[src/rtl/hazard_pkg.sv]
// Shared types for the RV32 hazard/scoreboard unit: register address type and
// forwarding mux select encoding.
package hazard_pkg;
  localparam int REGISTER_ADDRESS_WIDTH = 5;

  typedef logic [REGISTER_ADDRESS_WIDTH-1:0] reg_addr_t;

  typedef enum logic [1:0] {
    FWD_RF = 2'b00,
    FWD_W  = 2'b01,
    FWD_M  = 2'b10
  } forward_sel_e;
endpackage

[src/rtl/mdu_rd_fifo.sv]
// In-order FIFO of destination registers for outstanding MDU ops.
// Head is the rd of the oldest op, or 0 when empty.
module mdu_rd_fifo #(
  parameter int DEPTH = 2,
  parameter int WIDTH = 5
) (
  input  logic                       clk_i,
  input  logic                       rst_i,
  input  logic                       push_i,
  input  logic                       pop_i,
  input  logic [WIDTH-1:0]           din_i,
  output logic [WIDTH-1:0]           head_o,
  output logic [$clog2(DEPTH+1)-1:0] count_o
);
  localparam int PW = (DEPTH > 1) ? $clog2(DEPTH) : 1;
  localparam int CW = $clog2(DEPTH+1);

  logic [WIDTH-1:0] mem_q [DEPTH];
  logic [WIDTH-1:0] mem_d [DEPTH];
  logic [PW-1:0]    wr_q, wr_d, rd_q, rd_d;
  logic [CW-1:0]    cnt_q, cnt_d;
  logic             do_push, do_pop;

  function automatic logic [PW-1:0] ptr_inc(input logic [PW-1:0] p);
    return (p == PW'(DEPTH-1)) ? '0 : p + 1'b1;
  endfunction

  // A pop on an empty FIFO is dropped; a push is only taken if there is room.
  assign do_pop  = pop_i && (cnt_q != '0);
  assign do_push = push_i && ((cnt_q != CW'(DEPTH)) || do_pop);

  always_comb begin
    mem_d = mem_q;
    wr_d  = wr_q;
    rd_d  = rd_q;
    cnt_d = cnt_q;
    if (do_push) begin
      mem_d[wr_q] = din_i;
      wr_d        = ptr_inc(wr_q);
    end
    if (do_pop) rd_d = ptr_inc(rd_q);
    if (do_push && !do_pop)      cnt_d = cnt_q + 1'b1;
    else if (!do_push && do_pop) cnt_d = cnt_q - 1'b1;
  end

  always_ff @(posedge clk_i) begin
    if (rst_i) begin
      mem_q <= '{default: '0};
      wr_q  <= '0;
      rd_q  <= '0;
      cnt_q <= '0;
    end else begin
      mem_q <= mem_d;
      wr_q  <= wr_d;
      rd_q  <= rd_d;
      cnt_q <= cnt_d;
    end
  end

  assign head_o  = (cnt_q == '0) ? '0 : mem_q[rd_q];
  assign count_o = cnt_q;
endmodule

[src/rtl/hazard_scoreboard_unit.sv]
// Hazard unit for the 5-stage RV32 pipe with an MDU register scoreboard.
// Optional perf counters are built when HAZARD_PERF_EN is defined.
module hazard_scoreboard_unit #(
  parameter int REGISTER_ADDRESS_WIDTH = hazard_pkg::REGISTER_ADDRESS_WIDTH,
  parameter int NUM_REGS               = 2**REGISTER_ADDRESS_WIDTH,
  parameter int MDU_DEPTH              = 2,
  parameter int PERF_WIDTH             = 32
) (
  input  logic                              clk_i,
  input  logic                              rst_i,
  input  logic [REGISTER_ADDRESS_WIDTH-1:0] Rs1D_i,
  input  logic [REGISTER_ADDRESS_WIDTH-1:0] Rs2D_i,
  input  logic [REGISTER_ADDRESS_WIDTH-1:0] RdD_i,
  input  logic                              RegWriteD_i,
  input  logic                              MduStartD_i,
  input  logic [REGISTER_ADDRESS_WIDTH-1:0] Rs1E_i,
  input  logic [REGISTER_ADDRESS_WIDTH-1:0] Rs2E_i,
  input  logic [REGISTER_ADDRESS_WIDTH-1:0] RdE_i,
  input  logic                              ResultSrcE0_i,
  input  logic                              MduStartE_i,
  input  logic [REGISTER_ADDRESS_WIDTH-1:0] RdM_i,
  input  logic                              RegWriteM_i,
  input  logic [REGISTER_ADDRESS_WIDTH-1:0] RdW_i,
  input  logic                              RegWriteW_i,
  input  logic                              MduDone_i,
  input  logic                              PCSrcE_i,
  input  logic                              CacheStall_i,
  output logic [1:0]                        ForwardAE_o,
  output logic [1:0]                        ForwardBE_o,
  output logic                              StallF_o,
  output logic                              StallD_o,
  output logic                              StallE_o,
  output logic                              StallM_o,
  output logic                              StallW_o,
  output logic                              FlushD_o,
  output logic                              FlushE_o,
  output logic [REGISTER_ADDRESS_WIDTH-1:0] MduRdDone_o,
  output logic                              MduBusy_o,
  output logic [PERF_WIDTH-1:0]             PerfLoadStall_o,
  output logic [PERF_WIDTH-1:0]             PerfSbStall_o,
  output logic [PERF_WIDTH-1:0]             PerfFlush_o
);
  import hazard_pkg::*;

  localparam int AW = REGISTER_ADDRESS_WIDTH;
  localparam int CW = $clog2(MDU_DEPTH+1);

  logic [NUM_REGS-1:0] pending_q, pending_d;
  logic [CW-1:0]       count;
  logic [AW-1:0]       head;
  logic                issue, done, busy;
  logic                lw_stall, sb_stall, mdu_full, hazard;
  forward_sel_e        fwd_a, fwd_b;

  mdu_rd_fifo #(.DEPTH(MDU_DEPTH), .WIDTH(AW)) u_rd_fifo (
    .clk_i   (clk_i),
    .rst_i   (rst_i),
    .push_i  (issue),
    .pop_i   (done),
    .din_i   (RdE_i),
    .head_o  (head),
    .count_o (count)
  );

  assign busy  = (count != '0);
  assign issue = MduStartE_i && !CacheStall_i;
  assign done  = MduDone_i && busy;

  // MDU ops travel with RegWrite=0, so they never match here.
  always_comb begin
    fwd_a = FWD_RF;
    fwd_b = FWD_RF;
    if (RegWriteM_i && RdM_i != '0 && RdM_i == Rs1E_i)      fwd_a = FWD_M;
    else if (RegWriteW_i && RdW_i != '0 && RdW_i == Rs1E_i) fwd_a = FWD_W;
    if (RegWriteM_i && RdM_i != '0 && RdM_i == Rs2E_i)      fwd_b = FWD_M;
    else if (RegWriteW_i && RdW_i != '0 && RdW_i == Rs2E_i) fwd_b = FWD_W;
  end

  assign lw_stall = ResultSrcE0_i && RdE_i != '0 && (Rs1D_i == RdE_i || Rs2D_i == RdE_i);
  assign sb_stall = (Rs1D_i != '0 && pending_q[Rs1D_i]) ||
                    (Rs2D_i != '0 && pending_q[Rs2D_i]) ||
                    (RegWriteD_i && RdD_i != '0 && pending_q[RdD_i]);
  assign mdu_full = MduStartD_i && ((int'(count) + int'(MduStartE_i)) >= MDU_DEPTH);
  assign hazard   = lw_stall | sb_stall | mdu_full;

  // Clear before set so an issue to the retiring rd keeps the bit pending.
  always_comb begin
    pending_d = pending_q;
    if (done) pending_d[head] = 1'b0;
    if (issue && RdE_i != '0) pending_d[RdE_i] = 1'b1;
  end

  always_ff @(posedge clk_i) begin
    if (rst_i) pending_q <= '0;
    else       pending_q <= pending_d;
  end

  assign ForwardAE_o = fwd_a;
  assign ForwardBE_o = fwd_b;
  assign StallF_o    = hazard | CacheStall_i;
  assign StallD_o    = hazard | CacheStall_i;
  assign StallE_o    = CacheStall_i;
  assign StallM_o    = CacheStall_i;
  assign StallW_o    = CacheStall_i;
  assign FlushD_o    = !CacheStall_i && PCSrcE_i;
  assign FlushE_o    = !CacheStall_i && (hazard | PCSrcE_i);
  assign MduRdDone_o = head;
  assign MduBusy_o   = busy;

`ifdef HAZARD_PERF_EN
  logic [PERF_WIDTH-1:0] perf_ld_q, perf_ld_d, perf_sb_q, perf_sb_d, perf_fl_q, perf_fl_d;

  function automatic logic [PERF_WIDTH-1:0] sat_inc(input logic [PERF_WIDTH-1:0] v,
                                                    input logic en);
    return (en && v != '1) ? v + 1'b1 : v;
  endfunction

  always_comb begin
    perf_ld_d = sat_inc(perf_ld_q, lw_stall && !CacheStall_i);
    perf_sb_d = sat_inc(perf_sb_q, (sb_stall | mdu_full) && !CacheStall_i);
    perf_fl_d = sat_inc(perf_fl_q, FlushD_o);
  end

  always_ff @(posedge clk_i) begin
    if (rst_i) begin
      perf_ld_q <= '0;
      perf_sb_q <= '0;
      perf_fl_q <= '0;
    end else begin
      perf_ld_q <= perf_ld_d;
      perf_sb_q <= perf_sb_d;
      perf_fl_q <= perf_fl_d;
    end
  end

  assign PerfLoadStall_o = perf_ld_q;
  assign PerfSbStall_o   = perf_sb_q;
  assign PerfFlush_o     = perf_fl_q;
`else
  assign PerfLoadStall_o = '0;
  assign PerfSbStall_o   = '0;
  assign PerfFlush_o     = '0;
`endif
endmodule

[config.mk]
export PLATFORM = sky130hd
export DESIGN_NAME = hazard_scoreboard_unit
export DESIGN_NICKNAME = d
export VERILOG_FILES = /design/src/rtl/hazard_pkg.sv /design/src/rtl/mdu_rd_fifo.sv /design/src/rtl/hazard_scoreboard_unit.sv
export SDC_FILE = /design/constraint.sdc
export NUM_CORES = 1
export LEC_CHECK = 0
export CORE_UTILIZATION = 40
export CTS_BUF_LIST = sky130_fd_sc_hd__clkbuf_8
export CTS_CLUSTER_SIZE = 28
export DETAILED_ROUTE_END_ITERATION = 10
export GPL_TIMING_DRIVEN = 0
export PLACE_DENSITY = 0.79
export SYNTH_ARGS = -nofsm -noshare
export SYNTH_HDL_FRONTEND = slang
export SYNTH_SLANG_ARGS = --single-unit
[constraint.sdc]
create_clock -name clk_i -period 2.6 [get_ports clk_i]
set_clock_uncertainty 0.2 [all_clocks]
set_input_delay 0.26 -clock clk_i [delete_from_list [all_inputs] [get_ports clk_i]]
set_output_delay 0.26 -clock clk_i [all_outputs]
set_load 0.02 [all_outputs]
* Word-level counts from Yosys, hierarchy flattened *
Index checks and enable logic that the tools add are counted.
W data, S select, Z words.

storage, ports and cells
  memories = 0
  memory bits (read-only) = 0
  flip-flop bits (word level) = 46
  output and inout port bits = 113
  latch bits = 0
  memory bits (writable) = 0

operators by class
  eq/ne operators = 7
  $lt $le $gt $ge = 11
  shift-type cells = 0
  multipliers = 0
  div/mod/pow operators = 0
  multiplexer cells = 27
  $add $sub $neg = 5
  bitwise gates (word level) = 9
  reductions and logical operators = 41

operators with widths
  operator              number
  $mux W32              2
  $and A32 B32 Y32      1
  $not A32 Y32          1
  $or A32 B32 Y32       1
  $eq A5 B5 Y1          6
  $lt A5 B6 Y1 const B  5
  $reduce_bool A5 Y1    6
  $logic_and A1 B1 Y1   25
  $mux W5               5
  $bmux W1 S5           3
  $bwmux W10            1
  $demux W1 S5          2
  $ge A5 B1 Y1 const B  2
  $mux W1               9
  $mux W2               4
  $demux W5 S1          1
  $ge A2 B2 Y1 const B  2
  $logic_or A1 B1 Y1    4
  $not A1 Y2            2
  $or A1 B1 Y1          4
  $reduce_bool A2 Y1    2
  $add A2 B1 Y3         1
  $ge A3 B2 Y1 const B  1
  $logic_not A1 Y1      3
  6 further kinds       7

* Longest topological paths before layout *
Gate-level depths: netlist of run 1.

  depth in word-level cells = 14
  mapped depth = 7

* By module *
A second synthesis of run 1 with hierarchy kept.

unflattened totals
  cells, all modules = 498
  area, all modules = 4,062.6 um^2

modules (own cells, without submodules)
  module                  area an instance (um^2)  cells each  sequential area each (um^2)  instances
  hazard_scoreboard_unit  3,373.2                  422         640.6                        1
  mdu_rd_fifo             689.4                    76          280.3                        1

* Worst setup path after synthesis of run 1 *
Ideal clock, no wire load.

  kind = in2out
  start = in RdD_i[1]
  end = out StallF_o
  stages on the path = 7
  data arrival time = 2.122 ns
  buffers on the path = 2
  data required time = 2.140 ns
  slack = 0.018 ns
  cell sequence = buf_6 -> mux4_2 -> mux2_2 -> a2111oi_2 -> a311o_2 -> nand4b_1 -> buf_4

on the way
  word-level cells in the longest chain between the ends = 7
  elaborated cells between the ends (all ways) = 9
  those cells by class = mux (2); bitwise (3); reduce/logical (4)

RTL lines
  element                                                                      line                          RTL
  from (decl)                                                                  hazard_scoreboard_unit.sv:13  input logic [REGISTER_ADDRESS_WIDTH-1:0] RdD_i,
  $bmux W1 S5 / $reduce_bool A5 Y1 (equally long branches)                     hazard_scoreboard_unit.sv:82  (RegWriteD_i && RdD_i != '0 && pending_q[RdD_i]);
  $mux W1 (implied by the code) / $logic_and A1 B1 Y1 (equally long branches)  hazard_scoreboard_unit.sv:82
  $logic_and A1 B1 Y1 (*)                                                      hazard_scoreboard_unit.sv:82
  $logic_or A1 B1 Y1 (*)                                                       hazard_scoreboard_unit.sv:81  (Rs2D_i != '0 && pending_q[Rs2D_i]) ||
  $or A1 B1 Y1 (*) (2 in a row)                                                hazard_scoreboard_unit.sv:84  assign hazard = lw_stall | sb_stall | mdu_full;
  $or A1 B1 Y1 (*)                                                             --
  to (decl)                                                                    hazard_scoreboard_unit.sv:30  output logic StallF_o,

Every way passes the cells marked *; elsewhere a longest branch is shown, timed or not. The select of a mux whose other input is x is not followed.

* Final worst setup path of run 1 *
  start = reg pending_q[23]
  end = out StallF_o

on the way
  word-level cells in the longest chain between the ends = 8
  elaborated cells between the ends (all ways) = 14
  those cells by class = mux (6); bitwise (3); reduce/logical (5)

RTL lines
  element                                        line                                                        RTL
  from (decl)                                    hazard_scoreboard_unit.sv:48                                logic [NUM_REGS-1:0] pending_q, pending_d;
  from (signal assigned)                         hazard_scoreboard_unit.sv:95                                else pending_q <= pending_d;
  $bmux W1 S5, on equally long branches          hazard_scoreboard_unit.sv:80, hazard_scoreboard_unit.sv:81
  $mux W1, on equally long branches              hazard_scoreboard_unit.sv:80, hazard_scoreboard_unit.sv:81
  $logic_and A1 B1 Y1, on equally long branches  hazard_scoreboard_unit.sv:80, hazard_scoreboard_unit.sv:81
  $logic_or A1 B1 Y1                             hazard_scoreboard_unit.sv:80                                assign sb_stall = (Rs1D_i != '0 && pending_q[Rs1D_i]) ||
  $logic_or A1 B1 Y1 (*)                         hazard_scoreboard_unit.sv:81
  $or A1 B1 Y1 (*) (2 in a row)                  hazard_scoreboard_unit.sv:84
  $or A1 B1 Y1 (*)                               hazard_scoreboard_unit.sv:100                               assign StallF_o = hazard | CacheStall_i;

Marks and branches as above.

==> metrics, run 1 <==
status finished, violations left; failing checks negative setup slack; Antenna diodes 0; htree depth 2; DRC 0; Tcrit/Tclk final 1.06; critical path class flip-flop to output pin; layer with the highest usage met2; Startpoint Class flip-flop; crit path cell chain mux4_2 > mux2i_2 > o32ai_2 > a2111oi_4 > nand4b_1 > buf_4 > buf_6; GR Util met2 0.372; met1 usage 0.246; maximum clock frequency around 360 MHz; largest net degree at the start of global routing 16; Top Ports about 160; die width ~100 µm; GRT overflow 0; cell family with most CP delay multiplexers; synthesized area per cell roughly 8.4 µm²; TritonCTS Sinks between 40 and 50; PD cells between 400 and 500 mW/mm²; RD Place Congestion about 0.94; mapped cell area roughly 0.004 mm²; Ys Warns 0; total CTS buffers 5; final worst setup slack -0.162 ns; clock latency at the later pin of the worst-skew pair roughly 0.30 ns; critical path's largest stage delay around 0.47 ns; sequential fraction of the synthesis area 0.229; Crit-path slowest cell mux4_2; number of antenna violations at the first check in global routing 0; dpl hpwl roughly 8700 µm; TritonRoute pass-1 iters 4; CTS clk-pin slew, worst paths around 0.090 ns; placed cells approximately 770; Non-Filler Instances 784; WL final around 11000 µm; vias in the first global route 3614; Worst-Margin Slew 0.765 ns; # port buffers 58; maximum clock path buffer count 2; Setup violations, final 3; nets about 700; Worst Path Arrival between 2 and 2.5 ns; post-layout min period 2.76 ns; Min-Delay Path Class input pin to flip-flop; area grow syn2layout 36.0%; Core Box Area 0.00977 mm²; Cell Area, Placed a little over 0.005 mm²; Peak VDD IR 325 µV; Final Hold Vio Count 0; Routed Antenna Nets 0; WL/cell 14.4 µm; Syn Inst Count 480; post-layout util 0.559; setup TNS -0.375 ns; CP Buf/Inv Count 2; fill cell count approximately 870; DIE AREA roughly 0.010 mm²; crit path max fanout 4; CTS tree done; RSZ-0062 raised after global routing yes; Cell Rows 36; Hold-fix buffers, CTS 0; share of cells above drive strength 1 0.280; root buffer cell clkbuf_8; post-route cell area 0.00546 mm²; Initial Utilization 0.411; Cell variety after synth 52; met3 usage 0.0451; Tot Pwr between 2 and 2.5 mW; synthesis-stage register bit count 46; Critical Path RT around 2.1 ns; Slew Viols, Final 0; GR Util All Layers 0.215; Vias/cell 4.94; chip height approximately 100 µm; Pleak about 2.4 nW; DRT iter0 DRCs about 200; worst rel slew slack 0.483; first-pass GRT wire length approximately 17000 µm; crit end category output pin; Via Count approximately 3900; Max Cap Violations 0
-- metal layers --
layer / up-vias / share of wire
met3: 34 / 0.10
met4: 0 / 0.031
met1: 1771 / 0.38
li1: 1844 / -
met5: - / 0
met2: 226 / 0.48
-- final cells by class --
type                            count  area, µm²  share of cell area
Clock inverter                      3       68.8              0.0126
Multi-Input combinational cell    397       2650               0.485
Tap cell                          133        166              0.0305
Timing Repair Buffer               68        651               0.119
Buffer                            125        897               0.164
Sequential cell                    46        935               0.171
Inverter                            7       26.3             0.00481
Clock buffer                        5       68.8              0.0126
-- stage by stage --
step                worst slack, ns  hold slack [ns]
floorplan                    0.0180            0.233
global placement              -1.03            0.244
detailed placement            -1.07            0.247
CTS                          -0.134            0.165
global route                 -0.218            0.181
finish                       -0.162            0.163
-- report_power, final --
part | internal (mW) | total (mW) | switching (mW)
Combinational | 0.381 | 0.885 | 0.505
Clock | 0.385 | 0.636 | 0.251
Sequential | 0.736 | 0.764 | 0.0281
-- kinds of logic after synthesis --
logic type / after synthesis / share of synthesized area
AOI/OAI and AO/OA: 93 / 0.134
DFF: 46 / 0.229
adders and majority gates: 1 / 0.00311
xor gates and xnor gates: 34 / 0.0741
other: 1 / 0.000933
muxes: 45 / 0.171
and+or+nand+nor: 128 / 0.163
buffers and inverters: 132 / 0.225
-- Yosys cell counts (all sizes together) --
cell type  instances  share of area
nand2b             3         0.0047
nor4               5         0.0078
buf              108           0.20
clkbuf            17          0.016
inv                7         0.0065
nor3b              4         0.0075
a2111oi            3         0.0084
nand3b             7          0.013
a311o              1         0.0028
dfxtp             46           0.23
o221ai             1         0.0022
o31ai              1         0.0019
ha                 1         0.0031
xnor2             17          0.037
a31oi              1         0.0016
nand2             45          0.042
or4                4         0.0075
o211ai             2         0.0037
a211oi             2         0.0037
nand4b             1         0.0022
a41oi              1         0.0022
and3               1         0.0016
or3b               1         0.0022
o311ai             1         0.0022
mux4              17          0.099
or3                3         0.0047
nand3             16          0.020
o32ai              2         0.0044
nand4              2         0.0031
a21oi             39          0.049
conb               1        0.00093
xor2              17          0.037
nor2b              5         0.0078
o21ai             35          0.044
a311oi             1         0.0037
nor4b              3         0.0065
mux2               9          0.025
and3b              1         0.0022
o22ai              3         0.0047
nor3               5         0.0075
nor2              18          0.017
mux2i             19          0.047
and2               4         0.0062
-- flip-flops by register name, indices dropped and copies added (netlist names) --
signal,flops
pending_q,32
u_rd_fifo.count_o,2
u_rd_fifo.wr_q,1
u_rd_fifo.rd_q,1
u_rd_fifo.mem_q,10
-- layout by cell type, fill, tap and decap left out, drive strengths merged, types with 4 or more instances in the layout --
| cell type | Yosys | routed |
|---|---|---|
| a21oi | 39 | 39 |
| and2 | 4 | 4 |
| buf | 108 | 123 |
| clkbuf | 17 | 22 |
| clkdlybuf4s50 | 0 | 39 |
| conb | 1 | 96 |
| dfxtp | 46 | 46 |
| dlygate4sd2 | 0 | 6 |
| dlymetal6s2s | 0 | 6 |
| inv | 7 | 7 |
| mux2 | 9 | 9 |
| mux2i | 19 | 19 |
| mux4 | 17 | 17 |
| nand2 | 45 | 45 |
| nand3 | 16 | 16 |
| nand3b | 7 | 7 |
| nor2 | 18 | 18 |
| nor2b | 5 | 5 |
| nor3 | 5 | 5 |
| nor3b | 4 | 4 |
| nor4 | 5 | 5 |
| o21ai | 35 | 35 |
| or4 | 4 | 4 |
| xnor2 | 17 | 17 |
| xor2 | 17 | 17 |
-- path summary, 6_finish.rpt --
check                                     startpoint                    to  slack (ns)  cells past startpoint
worst max-delay path                   pending_q[23]              StallF_o       -0.16                      7
worst min register to register    u_rd_fifo.mem_q[0]    u_rd_fifo.mem_q[0]        0.26                      2
worst max register to register  u_rd_fifo.count_o[1]  u_rd_fifo.count_o[1]        0.49                      5
worst min-delay path                           rst_i          pending_q[1]        0.16                      2
-- timing repair --
| item | in CTS | in global routing |
|---|---|---|
| gates resized for setup | 66 | 15 |
| pin swaps | 8 | 6 |
| endpoints found under the setup margin | 8 | 7 |
| gates cloned | 0 | 0 |
| buffers inserted | 9 | 1 |
(Power assumes the default switching activity.)
==> inputs of run 2 (changes only) <==
--- a/config.mk
+++ b/config.mk
@@ -11,6 +11,7 @@
 export DETAILED_ROUTE_END_ITERATION = 10
 export GPL_TIMING_DRIVEN = 0
 export PLACE_DENSITY = 0.79
+export SLEW_MARGIN = 0
 export SYNTH_ARGS = -nofsm -noshare
 export SYNTH_HDL_FRONTEND = slang
 export SYNTH_SLANG_ARGS = --single-unit
==> results of run 2 <==
The final DEF is identical to that of run 1; final timing and power are the same.
==> inputs of run 3 (changes only) <==
--- a/config.mk
+++ b/config.mk
@@ -7,6 +7,7 @@
 export LEC_CHECK = 0
 export CORE_UTILIZATION = 40
 export CTS_BUF_LIST = sky130_fd_sc_hd__clkbuf_8
+export CTS_CLUSTER_DIAMETER = 50
 export CTS_CLUSTER_SIZE = 28
 export DETAILED_ROUTE_END_ITERATION = 10
 export GPL_TIMING_DRIVEN = 0
==> constraint.sdc (replaced) <==
create_clock -name clk_i -period 2.8 [get_ports clk_i]
set_clock_uncertainty 0.2 [all_clocks]
set_input_delay 0.28 -clock clk_i [delete_from_list [all_inputs] [get_ports clk_i]]
set_output_delay 0.28 -clock clk_i [all_outputs]
set_load 0.02 [all_outputs]
==> run 3 against run 2 <==
Compared with the run above: the flow now finishes without violations; hold slack improved by 0.026 ns; first-iteration DRC count grew 30%; setup slack better by 0.22 ns; count of clock-buffer cells in the layout unchanged; register-to-register slack improved by 0.10 ns; non-clock buffer count shrank 4; clock power fell by 7.2%; critical path type unchanged; critical endpoint is now FlushE_o; highest routed layer unchanged.
==> metrics, run 3 (synthesized netlist as in run 1, its figures left out) <==
DRT iter0 DRCs 263 (was 202); crit end category output pin (unchanged); FF-to-FF path depth 5 (unchanged); crit path cell chain mux2i_1 > mux4_2 > a21oi_1 > a2111oi_4 > buf_4 > a41oi_1 > buf_4 (was mux4_2 > mux2i_2 > o32ai_2 > a2111oi_4 > nand4b_1 > buf_4 > buf_6); commonest cells after routing, fill and taps aside 107 x buf_4, 96 x conb_1, 46 x clkdlybuf4s50_1 (was 112 x buf_4, 96 x conb_1, 45 x nand2_1); GR Util All Layers 0.209 (was 0.215); Reg with most FFs pending_q (unchanged); worst rel slew slack 0.470 (was 0.483); # port buffers 58 (unchanged); TritonCTS Sinks 46 (unchanged); Worst-Margin Slew 0.784 ns (was 0.765 ns); Startpoint Class flip-flop (unchanged); maximum clock path buffer count 2 (unchanged); first-pass GRT wire length 16800 µm (was 17200 µm); Critical Path RT 2.32 ns (was 2.14 ns); PD cells 393 mW/mm² (was 418 mW/mm²); Slew Viols, Final 0 (unchanged); TritonRoute pass-1 iters 5 (was 4); FF-to-FF End u_rd_fifo.count_o[1] (unchanged); nets 698 (was 702); Initial Utilization 0.411 (unchanged); Core Box Area 0.00977 mm² (unchanged); vias in the first global route 3548 (was 3614); Crit-path slowest cell mux4_2 (unchanged); Largest register FFs 32 (unchanged); clock latency at the later pin of the worst-skew pair 0.30 ns (about the same); Sw Share 0.342 (was 0.343); critical path's largest stage delay 0.48 ns (was 0.47 ns); Worst Hold Depth 2 (unchanged); Internal 1.39 mW (was 1.50 mW); CP Buf/Inv Count 2 (unchanged); GRT overflow 0 (unchanged); DRC 0 (unchanged); Peak VDD IR 302 µV (was 325 µV); Tcrit/Tclk final 0.980; htree depth 2 (unchanged); power share of the sequential group 0.336 (was 0.334); CTS tree done (unchanged); largest net degree at the start of global routing 16 (unchanged); HP Start rst_i (unchanged); root buffer cell clkbuf_8 (unchanged); crit path max fanout 4 (unchanged); critical path class flip-flop to output pin (unchanged); WL/cell 14.4 µm (about the same); total CTS buffers 5 (unchanged); Tot Pwr 2.11 mW (was 2.29 mW); most common cell after layout, fill and taps aside buf_4 (unchanged); share of cells above drive strength 1 0.263 (was 0.280); Worst R2R Setup Slack 0.59 ns (was 0.49 ns); Pleak 2.31 nW (was 2.40 nW); die width 102 µm (unchanged); area grow syn2layout 33.5% (was 36.0%); Setup violations, final 0 (was 3); Hold Path Sink pending_q[1] (unchanged); Max Cap Violations 0 (unchanged); Antenna diodes 0 (unchanged); post-layout util 0.549 (was 0.559); Vias/cell 5.01 (was 4.94); WL final 11300 µm (about the same); Top Ports 164 (unchanged); Non-Filler Instances 780 (was 784); Comb power frac 0.384 (was 0.387); Min-Delay Path Class input pin to flip-flop (unchanged); Crit path top cell by count buf_4; Via Count 3910 (was 3875); RD Place Congestion 0.940 (unchanged); chip height 102 µm (unchanged); maximum clock frequency ~360 MHz; placed cells 766 (unchanged); number of antenna violations at the first check in global routing 0 (unchanged); NetSw 0.722 mW (was 0.784 mW); status finished clean (was finished, violations left); Routed Antenna Nets 0 (unchanged); Crit Reg-Reg Startpoint u_rd_fifo.count_o[0] (was u_rd_fifo.count_o[1]); dpl hpwl 8730 µm (unchanged); Final Hold Vio Count 0 (unchanged); DIE AREA 0.0104 mm² (unchanged); cell family with most CP delay compound AO/OA/AOI/OAI gates (was multiplexers); Worst Path Arrival 2.26 ns (was 2.30 ns); Cell Rows 36 (unchanged); post-layout min period about 2.7 ns; CTS clk-pin slew, worst paths 0.09 ns (about the same); clock network power share 0.280 (was 0.278); Hold-fix buffers, CTS 0 (unchanged)
run 3: cell types whose count changed in the layout (fill, tap and decap cells not counted), sizes merged:
cell,change
dlygate4sd2,-3
clkdlybuf4s50,+7
buf,-6
dlymetal6s2s,-4
clkbuf,+2
run 3: what timing repair did:
action,CTS,global route
pin swaps,3,4
gates resized for setup,37,22
setup endpoints to repair,5,6
buffers inserted,6,1
run 3: worst max-delay path by stage:
stage                              from       end  slack [ns]  cells past startpoint
after global routing          Rs2D_i[1]  FlushE_o       -0.09                     10
final                     pending_q[13]  FlushE_o        0.06                      7
after global placement        Rs1D_i[2]  StallF_o       -0.87                      9
after floorplan                RdD_i[1]  StallF_o        0.18                      7
after detailed placement      Rs1D_i[2]  StallF_o       -0.91                      9
after CTS                 pending_q[15]  StallF_o       -0.06                      7
run 3: final cells by class:
class                           count  area [µm²]
Sequential cell                    46         932
Inverter                            7        26.3
Tap cell                          133         166
Multi-Input combinational cell    397        2600
Timing Repair Buffer               65         614
Buffer                            124         888
Fill cell                         872        4410
Clock inverter                      3        68.8
Clock buffer                        5        68.8
run 3: per-layer routing:
layer	global-route usage	up-vias	wire, µm
met3	0.0390	35	1080
met4	0.110	0	338
met5	0	-	0
met2	0.362	241	5450
met1	0.246	1803	4400
li1	-	1831	-
run 3: power by group through the flow:
stage          sequential [mW]  clock, mW  combinational (mW)
2_1_floorplan            0.716          0               0.561
3_3_place_gp             0.722          0               0.757
3_5_place_dp             0.724          0               0.773
4_1_cts                  0.709      0.588               0.784
5_1_grt                  0.713      0.611               0.869
6_report                 0.709      0.590               0.810
run 3: metrics by stage:
step,cell area (µm²),hold slack (ns),TNS [ns],worst slack [ns]
CTS,5310,0.185,-0.0561,-0.0561
floorplan,4370,0.233,0,0.178
global placement,5120,0.244,-3.10,-0.869
global route,5370,0.201,-0.0909,-0.0909
detailed placement,5120,0.247,-3.36,-0.906
finish,5370,0.189,0,0.0554
run 3: worst register-to-register path, cell delays in order (launching register included):
cell,delay [ns]
dfxtp_1,0.43
nor3b_1,0.10
nor2_1,0.47
ha_1,0.38
or3_1,0.37
a21oi_1,0.17
